--- src/rtl/spi_ram_pkg.sv ---
// spi_ram_pkg
// Shared definitions for the RAM access arbiter:
//   - ADDR_W_DEF / DATA_W_DEF : default RAM address and data widths
//   - op_t                    : SPI-side command opcodes (a_cmd[DATA_W+1:DATA_W])
//   - state_t                 : arbiter FSM state encoding
//   - op_is_load()            : true for the address-load opcodes (00/10)
package spi_ram_pkg;

    localparam int ADDR_W_DEF = 8;
    localparam int DATA_W_DEF = 8;

    typedef enum logic [1:0] {
        OP_LD_WR = 2'b00,   // load write address from payload
        OP_WRITE = 2'b01,   // write payload to write address
        OP_LD_RD = 2'b10,   // load read address from payload
        OP_READ  = 2'b11    // read from read address, payload ignored
    } op_t;

    typedef enum logic [1:0] {
        ST_IDLE   = 2'b00,
        ST_ACCESS = 2'b01,
        ST_RDATA  = 2'b10
    } state_t;

    // Address loads are the opcodes with bit 0 clear.
    function automatic logic op_is_load(input op_t op);
        return ~op[0];
    endfunction

endpackage

--- src/rtl/rr_arb2.sv ---
// rr_arb2
// Two-way round-robin arbiter with a last-served register.
// Ports:
//   clk, rst_n     : clock, synchronous active-low reset
//   en             : grant is being taken this cycle; updates last-served
//   req_a, req_b   : requests
//   gnt_a, gnt_b   : combinational one-hot grant
// After reset last-served is B, so A wins the first tie.
module rr_arb2 (
    input  logic clk,
    input  logic rst_n,
    input  logic en,
    input  logic req_a,
    input  logic req_b,
    output logic gnt_a,
    output logic gnt_b
);

    logic last_b;

    // A wins when alone, or on a tie when B was served last.
    always_comb begin
        gnt_a = req_a && (!req_b || last_b);
        gnt_b = req_b && !gnt_a;
    end

    always_ff @(posedge clk) begin
        if (!rst_n) begin
            last_b <= 1'b1;
        end else if (en && (gnt_a || gnt_b)) begin
            last_b <= gnt_b;
        end
    end

endmodule

--- src/rtl/ram_access_arbiter.sv ---
// ram_access_arbiter
// Shares one single-port RAM (1-cycle read latency) between an SPI-side
// command stream (A) and a local host request port (B).
// Ports:
//   clk, rst_n                     : clock, synchronous active-low reset
//   a_cmd, a_valid                 : SPI command word {opcode, payload} + strobe
//   a_rdata, a_rvalid              : SPI read return, one-cycle strobe
//   b_req, b_we, b_addr, b_wdata   : host request (b_req is a level)
//   b_gnt                          : one-cycle accept; request fields captured then
//   b_rdata, b_rvalid              : host read return, one-cycle strobe
//   mem_en, mem_we, mem_addr,
//   mem_wdata, mem_rdata           : RAM interface
//   err_ovf                        : sticky flag, SPI command dropped on full slot
//   fsm_state                      : current FSM state (observability)
// Handshake: A is fire-and-forget; a_valid is a single-cycle strobe captured
// into a one-deep slot. B holds b_req high until b_gnt is seen high at a
// clock edge; that edge is the transfer.
// Build option: define RAM_ARB_AUTO_INC_EN to post-increment wr_addr after
// each write command and rd_addr after each read command (wrapping).
module ram_access_arbiter
    import spi_ram_pkg::*;
#(
    parameter int ADDR_W = ADDR_W_DEF,
    parameter int DATA_W = DATA_W_DEF
) (
    input  logic              clk,
    input  logic              rst_n,
    input  logic [DATA_W+1:0] a_cmd,
    input  logic              a_valid,
    output logic [DATA_W-1:0] a_rdata,
    output logic              a_rvalid,
    input  logic              b_req,
    input  logic              b_we,
    input  logic [ADDR_W-1:0] b_addr,
    input  logic [DATA_W-1:0] b_wdata,
    output logic              b_gnt,
    output logic [DATA_W-1:0] b_rdata,
    output logic              b_rvalid,
    output logic              mem_en,
    output logic              mem_we,
    output logic [ADDR_W-1:0] mem_addr,
    output logic [DATA_W-1:0] mem_wdata,
    input  logic [DATA_W-1:0] mem_rdata,
    output logic              err_ovf,
    output state_t            fsm_state
);

`ifdef RAM_ARB_AUTO_INC_EN
    localparam logic AUTO_INC = 1'b1;
`else
    localparam logic AUTO_INC = 1'b0;
`endif

    state_t            state;
    logic              slot_full;
    logic [DATA_W+1:0] slot_cmd;
    op_t               slot_op;
    logic [DATA_W-1:0] slot_payload;
    logic [ADDR_W-1:0] payload_addr;
    logic [ADDR_W-1:0] wr_addr;
    logic [ADDR_W-1:0] rd_addr;
    logic              owner_b;
    logic              is_read;

    logic in_idle;
    logic load_now;
    logic req_a;
    logic req_b;
    logic gnt_a;
    logic gnt_b;
    logic grant_a;
    logic grant_b;
    logic consume;

    assign slot_op      = op_t'(slot_cmd[DATA_W+1:DATA_W]);
    assign slot_payload = slot_cmd[DATA_W-1:0];
    assign payload_addr = ADDR_W'(slot_payload);

    assign in_idle  = (state == ST_IDLE);
    // A pending address load is handled on its own in IDLE: it blocks B for
    // that cycle and does not touch the round-robin history.
    assign load_now = in_idle && slot_full && op_is_load(slot_op);
    assign req_a    = slot_full && !op_is_load(slot_op);
    assign req_b    = b_req && !load_now;

    rr_arb2 u_rr_arb2 (
        .clk   (clk),
        .rst_n (rst_n),
        .en    (in_idle),
        .req_a (req_a),
        .req_b (req_b),
        .gnt_a (gnt_a),
        .gnt_b (gnt_b)
    );

    assign grant_a   = in_idle && gnt_a;
    assign grant_b   = in_idle && gnt_b;
    assign b_gnt     = grant_b;
    assign consume   = load_now || grant_a;
    assign fsm_state = state;

    always_ff @(posedge clk) begin
        if (!rst_n) begin
            state     <= ST_IDLE;
            slot_full <= 1'b0;
            slot_cmd  <= '0;
            wr_addr   <= '0;
            rd_addr   <= '0;
            err_ovf   <= 1'b0;
            owner_b   <= 1'b0;
            is_read   <= 1'b0;
            mem_en    <= 1'b0;
            mem_we    <= 1'b0;
            mem_addr  <= '0;
            mem_wdata <= '0;
            a_rdata   <= '0;
            a_rvalid  <= 1'b0;
            b_rdata   <= '0;
            b_rvalid  <= 1'b0;
        end else begin
            mem_en   <= 1'b0;
            mem_we   <= 1'b0;
            a_rvalid <= 1'b0;
            b_rvalid <= 1'b0;

            // Slot: a strobe arriving in the cycle the slot drains is kept.
            if (a_valid) begin
                if (!slot_full || consume) begin
                    slot_cmd  <= a_cmd;
                    slot_full <= 1'b1;
                end else begin
                    err_ovf <= 1'b1;
                end
            end else if (consume) begin
                slot_full <= 1'b0;
            end

            case (state)
                ST_IDLE: begin
                    if (load_now) begin
                        if (slot_op == OP_LD_WR) begin
                            wr_addr <= payload_addr;
                        end else begin
                            rd_addr <= payload_addr;
                        end
                    end else if (grant_a) begin
                        state   <= ST_ACCESS;
                        mem_en  <= 1'b1;
                        owner_b <= 1'b0;
                        if (slot_op == OP_WRITE) begin
                            mem_we    <= 1'b1;
                            mem_addr  <= wr_addr;
                            mem_wdata <= slot_payload;
                            is_read   <= 1'b0;
                            if (AUTO_INC) begin
                                wr_addr <= wr_addr + ADDR_W'(1);
                            end
                        end else begin
                            mem_addr <= rd_addr;
                            is_read  <= 1'b1;
                            if (AUTO_INC) begin
                                rd_addr <= rd_addr + ADDR_W'(1);
                            end
                        end
                    end else if (grant_b) begin
                        state     <= ST_ACCESS;
                        mem_en    <= 1'b1;
                        mem_we    <= b_we;
                        mem_addr  <= b_addr;
                        mem_wdata <= b_wdata;
                        is_read   <= !b_we;
                        owner_b   <= 1'b1;
                    end
                end
                ST_ACCESS: begin
                    state <= is_read ? ST_RDATA : ST_IDLE;
                end
                ST_RDATA: begin
                    // RAM data is valid this cycle; return it to the owner.
                    state <= ST_IDLE;
                    if (owner_b) begin
                        b_rdata  <= mem_rdata;
                        b_rvalid <= 1'b1;
                    end else begin
                        a_rdata  <= mem_rdata;
                        a_rvalid <= 1'b1;
                    end
                end
                default: state <= ST_IDLE;
            endcase
        end
    end

endmodule

--- config.mk ---
export PLATFORM = sky130hd
export DESIGN_NAME = ram_access_arbiter
export DESIGN_NICKNAME = d
export VERILOG_FILES = /design/src/rtl/spi_ram_pkg.sv /design/src/rtl/rr_arb2.sv /design/src/rtl/ram_access_arbiter.sv
export SDC_FILE = /design/constraint.sdc
export NUM_CORES = 1
export LEC_CHECK = 0
export BUFFER_PORTS_ARGS = -buffer_cell sky130_fd_sc_hd__buf_2
export CORE_ASPECT_RATIO = 0.8
export CORE_MARGIN = 3
export CORE_UTILIZATION = 43
export DETAILED_ROUTE_END_ITERATION = 8
export GPL_TIMING_DRIVEN = 1
export PLACE_DENSITY = 0.78
export REMOVE_ABC_BUFFERS = 1
export SLEW_MARGIN = 10
export SYNTH_ARGS = -nofsm -noshare
export SYNTH_HDL_FRONTEND = slang
export SYNTH_HIERARCHICAL = 1
export SYNTH_SLANG_ARGS = --single-unit
--- constraint.sdc ---
create_clock -name clk -period 4.29 [get_ports clk]
set_input_delay 0.429 -clock clk [delete_from_list [all_inputs] [get_ports clk]]
set_output_delay 0.429 -clock clk [all_outputs]
set_load 0.01 [all_outputs]
==> impl_results.md, run 1 <==
* DR pass1 iterations at 5
* Clk Latency, worst-skew pair at 330 ps
* Post-Place Cell Area at 0.00326 mm^2
* Top-level port count at 79
* VDD IR max at 0.000225 V
* Cell count after synthesis at 303
* Register bit count reported by yosys at 69
* Hold depth at 3
* Slew margin rel. at 0.297
* Remaining global-route overflow at 0
* Vias in the first global route at 2231
* CTS Buf Count at 9
* Routed WL at 6610 um
* Leakage at 1.54 nW
* DR DRC count at 0
* Starting Density at 0.461
* Worst hold start: a_cmd[5]
* Period minus WS final at 3220 ps
* Largest net degree at the start of global routing at 58
* Iter 0 DRT Violations at 186
* Standard-cell rows at 25
* Critical path type: reg -> reg
* Area added between synthesis and finish at 22.4%
* Crit path launch: slot_cmd[8]$_SDFFE_PN0P_
* Synthesized cell area at 0.00283 mm^2
* Slew of the pin with the lowest slew margin at 1050 ps
* First-pass GRT wire length at 11000 um
* Total of max-cap violations at 0
* Chip height at 78.5 um
* Crit path capture: mem_wdata[5]$_SDFFE_PN0P_
* Initial antenna violation count at 0
* Worst EP required at 4540 ps
* Hpwl dp at 4630 um
* # hold bufs at CTS at 0
* Reg2Reg Depth at 8
* CTS tree: built
* Synth cell types at 36
* Die width at 96.6 um
* Unrepaired setup endpoints after global routing: no
* Comb power frac at 0.110
* Core area at 0.00613 mm^2
* Status: finished clean
* Highest-count cells in the layout ignoring fill and taps: 78 x buf_2, 69 x dfxtp_1, 45 x nor2_1, 42 x mux2i_1, 30 x a21oi_1
* Fmax at 310 MHz
* Most common cell after layout, fill and taps aside: buf_2
* R2R Setup Slk at 1070 ps
* Htree depth at 3
* CTS Buffer Depth at 2
* Sequential share of power at 0.503
* Routed Antenna Nets at 0
* PortBufs at 78
* Pwr Density at 397 mW/mm^2
* # clock sinks at 69
* Int Pwr at 0.00104 W
* Post-layout util at 0.564
* Post-CTS Resized at 0
* Antenna diodes at 0
* Fraction of layout cells with a size suffix above 1 at 0.286
* Clk pwr share at 0.387
* Clock root cell: clkbuf_8
* Yosys warnings at 6
* Syn Area/Cell at 9.32 um^2
* Seq/Total Area, Yosys at 0.489
* Post-route cell area at 0.00346 mm^2
* Worst R2R End: mem_wdata[5]$_SDFFE_PN0P_
* Routed length per instance at 14.4 um
* DR vias/cell at 5.22
* Endpoint class of the critical path: flip-flop
* RR Startpoint: slot_cmd[8]$_SDFFE_PN0P_
* Hold_ws at 338 ps
* Sw frac at 0.241
* Nets at 414
* GP Congestion at 0.780
* Global Route Usage Sum at 0.178
* Final Slew Violations at 0
* Setup Fix Bufs, Post-CTS at 0
* Setup Skew at 5.46 ps
* Arr. time, crit path at 3470 ps
* Sw power at 0.000330 W
* DR vias at 2395
* Final hold violations at 0
* Worst Path Max Fanout at 16
* Hold WC Path Type: in -> reg
* Final setup violation count at 0
* Die area at 0.00759 mm^2
* Final period util at 0.751
* Filler cell count at 559
* Clock transition at path regs at 70 ps
* CP startpoint kind: flip-flop
==> cells in the mapped netlist <==
cell type / count / area [um^2]
o221a_2: 1 / 11.3
buf_2: 3 / 15.0
a21oi_1: 30 / 150
o21ai_0: 19 / 95.1
and2_1: 4 / 25.0
nand2_1: 19 / 71.3
nor4_1: 2 / 12.5
buf_1: 2 / 7.51
o21a_1: 1 / 7.51
and3_1: 1 / 6.26
a211oi_2: 2 / 25.0
o21ai_2: 1 / 8.76
nand2b_1: 1 / 6.26
inv_1: 4 / 15.0
buf_6: 2 / 22.5
or2_1: 1 / 6.26
clkbuf_1: 13 / 48.8
a211oi_1: 6 / 45.0
nor2_1: 45 / 169
nor4_2: 1 / 12.5
clkbuf_2: 1 / 5.00
buf_4: 1 / 7.51
mux2i_1: 42 / 420
o2bb2ai_1: 8 / 70.1
a2111oi_4: 1 / 27.5
nand3_2: 1 / 10.0
nor3_2: 1 / 10.0
nor3b_1: 2 / 15.0
nor2b_1: 3 / 18.8
nand3_1: 10 / 50.1
nor2_4: 1 / 11.3
nand3b_1: 1 / 7.51
dfxtp_1: 69 / 1380
nor3_1: 1 / 5.00
or4b_2: 1 / 10.0
a21boi_0: 2 / 15.0
==> worst min-delay path by stage <==
stage / slack, ps / to
after floorplan: 420 / fsm_state[1]$_SDFFE_PN0P_
final: 340 / slot_cmd[5]$_SDFFE_PN0P_
after CTS: 330 / slot_cmd[5]$_SDFFE_PN0P_
after global routing: 330 / slot_cmd[5]$_SDFFE_PN0P_
after global placement: 450 / mem_addr[4]$_SDFFE_PN0P_
after detailed placement: 450 / mem_addr[0]$_SDFFE_PN0P_
==> power groups by stage <==
stage / Combinational (W) / Sequential (W) / Clock (W)
after CTS: 0.000153 / 0.000690 / 0.000542
after detailed placement: 0.000152 / 0.000704 / 0
after global placement: 0.000148 / 0.000703 / 0
after global routing: 0.000169 / 0.000694 / 0.000569
after floorplan: 0.0000827 / 0.000707 / 0
final: 0.000151 / 0.000690 / 0.000531
==> layout make-up <==
cell class,instances,area (um^2),share of cell area
Clock inverter,1,30.0,0.00869
Inverter,4,15.0,0.00434
Tap cell,81,101,0.0293
Multi-Input combinational cell,208,1330,0.385
Sequential cell,69,1380,0.400
Timing Repair Buffer,83,428,0.124
Clock buffer,13,169,0.0489
==> registers in the layout, summed over array words and instances (netlist names), 2 cells and up <==
signal	cells
fsm_state	2
wr_addr	8
mem_wdata	8
rd_addr	8
slot_cmd	10
b_rdata	8
a_rdata	8
mem_addr	8
==> metrics by stage <==
stage | power, W | cells | setup TNS, ps | setup slack, ps
3_5_place_dp | 0.000856 | 445 | 0 | 1040
3_3_place_gp | 0.000852 | 445 | 0 | 1210
6_report | 0.00137 | 459 | 0 | 1070
5_1_grt | 0.00143 | 459 | 0 | 771
4_1_cts | 0.00139 | 459 | 0 | 1030
2_1_floorplan | 0.000790 | 281 | -1670 | -182
==> worst max-delay path: stages, from the launching register on <==
cell	delay, ps
dfxtp_1	360
or4b_2	840
and2_1	250
a21boi_0	170
buf_4	180
nor2_1	120
a2111oi_4	870
nor2_1	100
a211oi_1	230
==> kinds of logic after synthesis <==
group / share of synthesized area
mux: 0.149
buf+inv: 0.0430
flops: 0.489
compound gates: 0.161
simple gates: 0.158
==> per-layer routing <==
layer | global-route usage | up-vias | share of wire
li1 | - | 1197 | -
met1 | 0.252 | 1096 | 0.47
met2 | 0.264 | 98 | 0.43
met3 | 0.0488 | 4 | 0.089
met4 | 0.0547 | 0 | 0.0077
met5 | 0 | - | 0
No activity file was read; power rests on OpenSTA's default activity.
==> run 2: changes to the inputs <==
--- a/config.mk
+++ b/config.mk
@@ -5,13 +5,14 @@
 export SDC_FILE = /design/constraint.sdc
 export NUM_CORES = 1
 export LEC_CHECK = 0
+export ABC_AREA = 1
 export BUFFER_PORTS_ARGS = -buffer_cell sky130_fd_sc_hd__buf_2
 export CORE_ASPECT_RATIO = 0.8
 export CORE_MARGIN = 3
 export CORE_UTILIZATION = 43
 export DETAILED_ROUTE_END_ITERATION = 8
 export GPL_TIMING_DRIVEN = 1
-export PLACE_DENSITY = 0.78
+export PLACE_DENSITY = 0.77
 export REMOVE_ABC_BUFFERS = 1
 export SLEW_MARGIN = 10
 export SYNTH_ARGS = -nofsm -noshare
==> constraint.sdc (replaced) <==
create_clock -name clk -period 3.2 [get_ports clk]
set_input_delay 0.32 -clock clk [delete_from_list [all_inputs] [get_ports clk]]
set_output_delay 0.32 -clock clk [all_outputs]
set_load 0.01 [all_outputs]
==> impl_results.md, run 2 <==
* Synth cell types at 25 (was 36)
* Post-synthesis adder-cell area fraction at 0 (unchanged)
* Final period util at 0.732 (was 0.751)
* Vias in the first global route at 2553 (was 2231)
* Status: finished clean (unchanged)
* Endpoint class of the critical path: flip-flop (unchanged)
* CTS Buffer Depth at 2 (unchanged)
* Iter 0 DRT Violations at 162 (was 186)
* GP Congestion at 0.882 (was 0.780)
* Fmax at 427 MHz (was 310 MHz)
* Cell count after synthesis at 434 (was 303)
* Hold depth at 3 (unchanged)
* CP startpoint kind: flip-flop (unchanged)
* Highest-count cells in the layout ignoring fill and taps: 96 x nand2_1, 78 x buf_2, 70 x nor2_1, 69 x dfxtp_1, 57 x inv_1 (was 78 x buf_2, 69 x dfxtp_1, 45 x nor2_1, 42 x mux2i_1, 30 x a21oi_1)
* Largest family of logic cells by synthesized area: simple AND/OR/NAND/NOR gates (was compound AO/OA/AOI/OAI gates)
* CTS Buf Count at 9 (unchanged)
* DR pass1 iterations at 4 (was 5)
* Die width at 99.6 um (was 96.6 um)
* Area added between synthesis and finish at 20.2% (was 22.4%)
* Fraction of layout cells with a size suffix above 1 at 0.221 (was 0.286)
* Hpwl dp at 5110 um (was 4630 um)
* Synthesized cell area at 0.00302 mm^2 (was 0.00283 mm^2)
* Post-route cell area at 0.00362 mm^2 (was 0.00346 mm^2)
* Post-CTS Resized at 0 (unchanged)
* Most common cell after layout, fill and taps aside: nand2_1 (was buf_2)
* Xor and xnor area share after synthesis at 0 (unchanged)
* Synth Area in Simple Gates at 0.285 (was 0.158)
* Register bit count reported by yosys at 69 (unchanged)
* DR DRC count at 0 (unchanged)
* Antenna diodes at 0 (unchanged)
* Routed length per instance at 12.1 um (was 14.4 um)
* Post-synth top flop: dfxtp_1 (unchanged)
* Final Slew Violations at 0 (unchanged)
* Slew of the pin with the lowest slew margin at 653 ps (was 1050 ps)
* Top cell type's share of synthesized area at 0.458 (was 0.489)
* Global Route Usage Sum at 0.188 (was 0.178)
* Routed Antenna Nets at 0 (unchanged)
* Final hold violations at 0 (unchanged)
* Compound-Gate Fraction of Synth Area at 0.138 (was 0.161)
* Unrepaired setup endpoints after global routing: no (unchanged)
* DR vias at 2853 (was 2395)
* Max FFs per register at 10 (unchanged)
* Seq/Total Area, Yosys at 0.458 (was 0.489)
* Most frequent cell after synthesis: nand2_1 (was dfxtp_1)
* Post-layout util at 0.549 (was 0.564)
* Number of flops mapped to enable cells by yosys at 0 (unchanged)
* Cell taking the most area after synthesis: dfxtp_1 (unchanged)
* VDD IR max at 0.000264 V (was 0.000225 V)
* Total of max-cap violations at 0 (unchanged)
* DR vias/cell at 4.79 (was 5.22)
* First-pass GRT wire length at 12000 um (was 11000 um)
* Worst Path Max Fanout at 21 (was 16)
* Nets at 546 (was 414)
* Hold WC Path Type: in -> reg (unchanged)
* Clock root cell: clkbuf_8 (unchanged)
* Period minus WS final at 2340 ps (was 3220 ps)
* Remaining global-route overflow at 0 (unchanged)
* Clock transition at path regs at 70 ps (about the same)
* Routed WL at 7230 um (was 6610 um)
* Worst EP required at 3450 ps (was 4540 ps)
* Largest net degree at the start of global routing at 46 (was 58)
* Htree depth at 3 (unchanged)
* Top area cells in the synthesized netlist: dfxtp_1 46%, nand2_1 12%, nor2_1 8.7% (was dfxtp_1 49%, mux2i_1 15%, nor2_1 6.0%)
* Slew margin rel. at 0.563 (was 0.297)
* Die area at 0.00806 mm^2 (was 0.00759 mm^2)
* Pwr Density at 553 mW/mm^2 (was 397 mW/mm^2)
* # hold bufs at CTS at 0 (unchanged)
* Post-route setup TNS at 0 ps (unchanged)
* Setup Fix Bufs, Post-CTS at 0 (unchanged)
* Mux cell area share after synthesis at 0 (was 0.149)
* Yosys warnings at 6 (unchanged)
* Core area at 0.00660 mm^2 (was 0.00613 mm^2)
* Reg2Reg Depth at 13 (was 8)
* PortBufs at 78 (unchanged)
* CTS tree: built (unchanged)
* Standard-cell rows at 26 (was 25)
* Chip height at 80.9 um (was 78.5 um)
* Initial antenna violation count at 0 (unchanged)
* Post-Place Cell Area at 0.00341 mm^2 (was 0.00326 mm^2)
* Leakage at 1.87 nW (was 1.54 nW)
* Starting Density at 0.457 (was 0.461)
* Synth async-reset ratio at 0 (unchanged)
* Critical path type: reg -> reg (unchanged)
* Syn Area/Cell at 6.95 um^2 (was 9.32 um^2)
* Clk Latency, worst-skew pair at 350 ps (was 330 ps)
* Biggest register: slot_cmd (unchanged)
* # clock sinks at 69 (unchanged)
* List of most frequent post-synthesis cells: 96 x nand2_1, 70 x nor2_1, 69 x dfxtp_1 (was 69 x dfxtp_1, 45 x nor2_1, 42 x mux2i_1)
* Final setup violation count at 0 (unchanged)
* Setup Skew at 6.91 ps (was 5.46 ps)
* Arr. time, crit path at 2590 ps (was 3470 ps)
* Top-level port count at 79 (unchanged)
run 2: cell types whose count changed after synthesis, sizes merged, moves of 8 or more:
cell     before  now
o21ai        20   35
a211oi        8    0
mux2i        42    0
o2bb2ai       8    0
nand2        19   99
a21oi        30   44
nor2         46   75
nand3        11   25
inv           4   62
run 2: report_power, final:
group | total, W | internal [W] | switching (W)
logic | 0.000303 | 0.000114 | 0.000189
clock network | 0.000739 | 0.000402 | 0.000337
registers | 0.000962 | 0.000921 | 0.0000413
total | 0.00200 | 0.00144 | 0.000567
run 2: worst paths after layout:
check | startpoint | to | slack [ps]
max | fsm_state[1]$_SDFFE_PN0P_ | is_read$_SDFFE_PN0P_ | 860
min | b_addr[3] | mem_addr[3]$_SDFFE_PN0P_ | 240
max reg2reg | fsm_state[1]$_SDFFE_PN0P_ | is_read$_SDFFE_PN0P_ | 860
min reg2reg | a_rdata[6]$_SDFFE_PN0P_ | a_rdata[6]$_SDFFE_PN0P_ | 440
run 2: stage by stage:
step / hold slack [ps] / total power, W / setup slack (ps) / cells
after CTS: 224 / 0.00202 / 884 / 596
after global placement: 428 / 0.00128 / 981 / 580
after floorplan: 405 / 0.00116 / 611 / 414
final: 237 / 0.00200 / 858 / 596
after detailed placement: 433 / 0.00128 / 896 / 580
after global routing: 233 / 0.00211 / 602 / 596
run 2: logic make-up after synthesis:
family / count (synthesis)
simple gates: 201
compound gates: 82
buf+inv: 82
flops: 69
run 2: area by class of cell:
class,instances,area (um^2)
multi-input cells,283,1270
clock buffers,11,151
well taps,84,105
fillers,627,2980
repair buffers,82,420
flip-flops and latches,69,1380
inverters,62,233
clock inverters,5,58.8
run 2: critical path, cell delays in order, from the launching register on:
cell and delay (ps):
dfxtp_1 420, nor2_2 50, buf_4 180, nand2_4 140
inv_1 50, nor2_1 150, a21boi_1 90, buf_4 170
nand2_2 390, nor2_4 60, nor2_4 300, o21ai_1 120
nand2_1 80, inv_1 40
run 2: per-layer routing:
metal | track usage | share of wire | up-vias
met3 | 0.0541 | 0.049 | 16
met1 | 0.252 | 0.49 | 1261
met2 | 0.291 | 0.44 | 84
met5 | 0 | 0 | -
li1 | - | - | 1492
met4 | 0.0655 | 0.023 | 0
